## config.mk

```make
export PLATFORM = sky130hd
export DESIGN_NAME = demux_rr_dispatch
export DESIGN_NICKNAME = d
export VERILOG_FILES = /design/src/rtl/demux_rr_dispatch.sv
export SDC_FILE = /design/constraint.sdc
export NUM_CORES = 1
export LEC_CHECK = 0
export ABC_AREA = 0
export BUFFER_PORTS_ARGS = -buffer_cell sky130_fd_sc_hd__buf_4
export CAP_MARGIN = 20
export CELL_PAD_IN_SITES_DETAIL_PLACEMENT = 1
export CELL_PAD_IN_SITES_GLOBAL_PLACEMENT = 1
export CORE_MARGIN = 3
export CORE_UTILIZATION = 35
export DETAILED_ROUTE_END_ITERATION = 10
export PLACE_DENSITY = 0.75
export SLEW_MARGIN = 20
export SYNTH_ARGS = -nofsm -noshare
export SYNTH_HDL_FRONTEND = slang
export SYNTH_SLANG_ARGS = --single-unit
```

## constraint.sdc

```tcl
create_clock -name clk_i -period 2.1 [get_ports clk_i]
set_clock_uncertainty 0.15 [all_clocks]
set_input_delay 0.21 -clock clk_i [delete_from_list [all_inputs] [get_ports clk_i]]
set_output_delay 0.21 -clock clk_i [all_outputs]
set_load 0.03 [all_outputs]
```

## src/rtl/demux_rr_dispatch.sv

```systemverilog
// Round-robin dispatcher feeding a 1-to-4 demux: accepts one bit per cycle,
// picks the next ready lane from a rotating (or locked) pointer, registers data/select.
module demux_rr_dispatch #(
    parameter logic [1:0] START_LANE = 2'd0,
    parameter int         CNT_W      = 8
) (
    input  logic             clk_i,
    input  logic             rst_ni,
    input  logic             in_valid_i,
    input  logic             in_data_i,
    output logic             in_ready_o,
    input  logic [3:0]       lane_rdy_i,
    input  logic             lock_i,
    output logic             dout_o,
    output logic             dout_valid_o,
    output logic             sel1_o,
    output logic             sel0_o,
    output logic [CNT_W-1:0] disp_cnt_o
);

    logic [1:0]       ptr_q, ptr_d;
    logic [1:0]       sel_q, sel_d;
    logic             dout_q, dout_d;
    logic             dout_valid_q, dout_valid_d;
    logic [CNT_W-1:0] cnt_q, cnt_d;

    logic [1:0]       grant;
    logic [1:0]       lane;
    logic             found;
    logic             accept;

    // First ready lane at or after the pointer, wrapping mod 4.
    // NOTE: every variable driven here gets a default first so no latch is inferred.
    always_comb begin
        grant = ptr_q;
        lane  = ptr_q;
        found = 1'b0;
        for (int i = 0; i < 4; i++) begin
            lane = ptr_q + 2'(i);
            if (!found && lane_rdy_i[lane]) begin
                grant = lane;
                found = 1'b1;
            end
        end
    end

    assign in_ready_o = rst_ni & (|lane_rdy_i);
    assign accept     = in_valid_i & in_ready_o;

    // Select and data keep their stale values between accepts; the demux
    // consumer qualifies them with dout_valid.
    always_comb begin
        ptr_d        = ptr_q;
        sel_d        = sel_q;
        dout_d       = dout_q;
        dout_valid_d = 1'b0;
        cnt_d        = cnt_q;
        if (accept) begin
            dout_d       = in_data_i;
            sel_d        = grant;
            dout_valid_d = 1'b1;
            cnt_d        = cnt_q + CNT_W'(1);
            ptr_d        = lock_i ? grant : grant + 2'd1;
        end
    end

    // NOTE: sequential state uses non-blocking assignments so every register
    // samples the pre-edge value of the others.
    always_ff @(posedge clk_i) begin
        if (!rst_ni) begin
            ptr_q        <= START_LANE;
            sel_q        <= 2'd0;
            dout_q       <= 1'b0;
            dout_valid_q <= 1'b0;
            cnt_q        <= '0;
        end else begin
            ptr_q        <= ptr_d;
            sel_q        <= sel_d;
            dout_q       <= dout_d;
            dout_valid_q <= dout_valid_d;
            cnt_q        <= cnt_d;
        end
    end

    assign dout_o       = dout_q;
    assign dout_valid_o = dout_valid_q;
    assign sel1_o       = sel_q[1];
    assign sel0_o       = sel_q[0];
    assign disp_cnt_o   = cnt_q;

endmodule

```

-- Word level (Yosys, flattened, before mapping)
Index checks and enable logic that the tools add are counted.
- output and inout bits: 13
- input bits: 9
- logic and storage cells: 39
- flip-flop bits (word level): 14
- add/sub/neg operators: 5
- mux-type cells: 16
- bitwise gates (word level): 2
- reduce and logical (&&, ||, !) cells: 7
- $lt $le $gt $ge: 4
- operator list (operator ; number):
    < comparator 2 x 3 -> 1 bit, second input constant ; 4
    adder 8 x 1 -> 8 bit, second input constant ; 1
    binary-select mux 1 bit (select 2 bit) ; 4
    two-way mux 1 bit ; 8
    two-way mux 2 bit ; 4
    adder 2 x 1 -> 2 bit, second input constant ; 2
    adder 2 bit, second input constant ; 2
    OR reduction 4 bit ; 1
    logical AND 1 bit ; 3
    logical NOT 1 bit ; 3
    bitwise AND 1 bit ; 2

-- Depth between registers and ports, before layout
- word-level depth: 14
- depth in mapped cells: 6

-- Worst setup path before layout
OpenSTA, ideal clock, no wires.
- kind: register to register
- start: reg cnt_q[2], in the netlist disp_cnt_o[2]
- end: reg cnt_q[5], in the netlist disp_cnt_o[5]
- cell stages (with the launch flop): 5
- buffers on the path: 0
- path slack: 0.515 ns
- clock period less this slack: 1.585 ns
- data arrival time: 1.320 ns
- required time: 1.835 ns
- cells stage by stage: dfxtp_1 nand3_1 or3_1 xnor2_1 and2_1
- longest elaborated chain between the ends: 1
- ends and longest elaborated chain (element ; line ; RTL):
    start, declared ; 25 ; logic [CNT_W-1:0] cnt_q, cnt_d;
    start signal, assigned ; 81 ; cnt_q <= cnt_d;
    adder 8 x 1 -> 8 bit ; 62 ; cnt_d = cnt_q + CNT_W'(1);
Every way passes these cells.
A chain may end at the register's enable or synchronous reset.

-- Worst setup path after layout
- start: reg ptr_q[0]
- end: reg ptr_q[1]
- longest elaborated chain between the ends: 14
- elaborated cells on any way between the ends: 25
- those cells by class: add/sub: 4; mux: 15; reduce/logical: 6
- ends and longest elaborated chain (element ; line ; RTL):
    start, declared ; 21 ; logic [1:0] ptr_q, ptr_d;
    start signal, assigned ; 77 ; ptr_q <= ptr_d;
    parallel branches: the longest is 11 deep, another holds adder 2 x 1 -> 2 bit ; - ;
    two-way mux 2 bit * ; 40 ; if (!found && lane_rdy_i[lane]) begin
    adder 2 x 1 -> 2 bit ; 63 ; ptr_d = lock_i ? grant : grant + 2'd1;
    two-way mux 2 bit * ; 63 ;
Mark *: on every way between the ends. The select of a mux whose other input is x is not followed.

==> out/metrics.cfg <==
[layout]
final_cell_mix = buf_4 (21), dfxtp_1 (14), nand3_1 (8), nand2_1 (7)
final.fill_count = 224
multi_input_area_um2 = 404
n_antenna_cell = 0
layout_commonest_cell = buf_4
nets = 111
drive_above_1_share_pct = 30.0
area_delta_synth_final_pct = 31.2
seqCellArea_um2 = 280

[synthesis]
syn_avg_cell_area_um2 = 9.29
synth_nets = 86
syn_area_um2 = 706
synth_seq_cells = 14
synth_cell_types = 32
ys_warn_count = 0
synthCells = 76
ys_seq_area_share_pct = 39.7

[timing]
rsz0062_at_grt = false
worstMarginPinSlew_ns = 0.591
layout_min_cycle_time_ns = 1.60
holdWs_ns = 0.103
hold_viol_final = 0
setup_violations = 0
tns_ns = 0
max_clock_freq_mhz = 623
fin_crit_sh_pct = 76.4
drv_slew = 0
slew_headroom_pct = 60.4

[route]
routed.top_layer = met4
vias_per_cell = 5.22
wl_um = 1700
antenna_left = 0
dr.pass1.iters = 3
dr_wl_met2_um = 743
wl_met1_um = 866
routed-via-count = 652
drc_errors = 0
met3WireLength_um = 80
wl_per_cell_um = 13.6
drtIter0Drc = 9

[floorplan]
rows = 15
die_area_um2 = 2590
coreArea_um2 = 1820
initial_core_util_pct = 38.8
die_x_um = 50.9
die_h_um = 50.9
ios = 22

[worst_setup_path]
crit_buf_inv = 0
crit_cells = 5
path_class = flop to flop
start_kind = flop
required_ns = 2.12
critPathArrivalTime_ns = 1.63
endpoint_kind = flop
worst-r2r-cell-count = 5
path_max_fanout = 4
worstPathCellList = nor2b_1 -> o21a_1 -> nor4_4 -> mux2i_1 -> o2bb2ai_1
critPathMaxStageDelay_ns = 0.39
crit_family = simple AND/OR/NAND/NOR gates
crit_slowest_cell = dfxtp_1

[power]
ir_drop_v = 0.000297
p_per_area_nw_per_um2 = 661
p_leak_nw = 0.403

[placed_design]
portBuffers = 21
gp_congestion = 0.750
dpl.hpwl_um = 1270

[run]
maxCapViolCount = 0

[grt]
antenna_found_initial = 0
grt-ovfl-total = 0
grt_pass1_wl_um = 2960
track_usage_pct = 14.7
grt_max_degree = 15
grt_pass1_vias = 641

[clock_network]
clockRootBuffer = clkbuf_4
clockBufferDepth = 2
post-cts-setup-buffers = 0
clkTransAtPathRegs_ns = 0.09
cts_tree = built
clock_latency_ns = 0.28
htree_levels = 1
cts.sinks = 14
cts_buffers = 3

[hold_path]
hold_depth = 3
hold_path_class = input pin to flop

[outcome]
outcome = completed

[kinds of logic (layout without fill, tap and decap cells)]
group                      Yosys count  in the layout  synth area share, %
buffers and inverters                3             27                 3.01
and+or+nand+nor                     36             36                 29.8
muxes                                2              2                 2.84
AOI/OAI and AO/OA                   16             16                 17.9
xor gates and xnor gates             4              4                 4.97
adders and majority gates            1              1                 1.77
DFF                                 14             14                 39.7
[cells in the mapped netlist (all sizes together)]
cell     number  share of area, %
or3           1              0.89
ha            1               1.8
o31a          1               1.2
a211oi        1               1.1
clkbuf        1              0.53
inv           1              0.89
nand2         9               6.2
nand4         2               1.8
o21a          1               1.1
buf           1               1.6
o21ai         4               2.8
nand2b        4               3.5
o2bb2ai       1               1.2
nand3         8               5.7
o41ai         1               1.2
nor2b         3               2.7
a32o          1               1.4
o31ai         2               2.1
dfxtp        14                40
xor2          1               1.2
o32ai         1               1.2
nor2          3               1.6
xnor2         3               3.7
and3          1              0.89
and2          4               3.5
nor4          1               3.0
mux2i         2               2.8
a21oi         2               1.4
o41a          1               3.0
[per-stage QoR]
stage	util, %	setup WS [ns]	power [mW]	area [um^2]	instances
floorplan	-	0.515	0.377	706	76
global placement	48.3	0.421	0.422	880	120
detailed placement	48.3	0.425	0.424	880	120
CTS	50.9	0.487	0.621	926	125
global route	50.9	0.363	0.643	926	125
finish	50.9	0.495	0.612	926	125
[power by group]
part	internal [mW]	switching [mW]	leakage, nW
sequential	0.279	0.0126	0.114
clock	0.105	0.0874	0.0210
combinational	0.0536	0.0730	0.268
[final timing paths]
check | startpoint | endpoint | slack (ns)
worst min register to register | sel_q[0]$_SDFFE_PN0P_ | sel_q[0]$_SDFFE_PN0P_ | 0.33
worst max register to register | ptr_q[0]$_SDFFE_PN0P_ | ptr_q[1]$_SDFFE_PN0P_ | 0.50
worst min-delay path | lock_i | ptr_q[0]$_SDFFE_PN0P_ | 0.10
worst max-delay path | ptr_q[0]$_SDFFE_PN0P_ | ptr_q[1]$_SDFFE_PN0P_ | 0.50
[worst reg2reg max path: stages, from the launching register on]
cell	delay [ns]
dfxtp_1	0.39
nor2b_1	0.10
o21a_1	0.25
nor4_4	0.31
mux2i_1	0.23
o2bb2ai_1	0.07
[flip-flops by register name, summed over array words and instances, names as in the netlist]
name          count
dout_o            1
dout_valid_o      1
disp_cnt_o        8
sel_q             2
ptr_q             2
[cell type report]
type / instances / area share, %
multi-input combinational: 59 / 43.6
timing repair buffer: 22 / 18.1
inverter: 1 / 0.676
tap: 25 / 3.38
sequential: 14 / 30.3
clock buffer: 4 / 3.92
[what timing repair did]
action | CTS | global route
hold buffers | 1 | 0
gates resized for setup | 0 | 0
setup endpoints to repair | 0 | 0
endpoints found under the hold margin | 1 | 0
[per-layer routing]
layer  GRT usage [%]  vias to the layer above
met3            3.50                        2
met2            22.3                       13
li1                -                      323
met4            4.04                        0
met5               0                        -
met1            20.7                      314
Note: power is estimated with default switching activity, not from simulation.
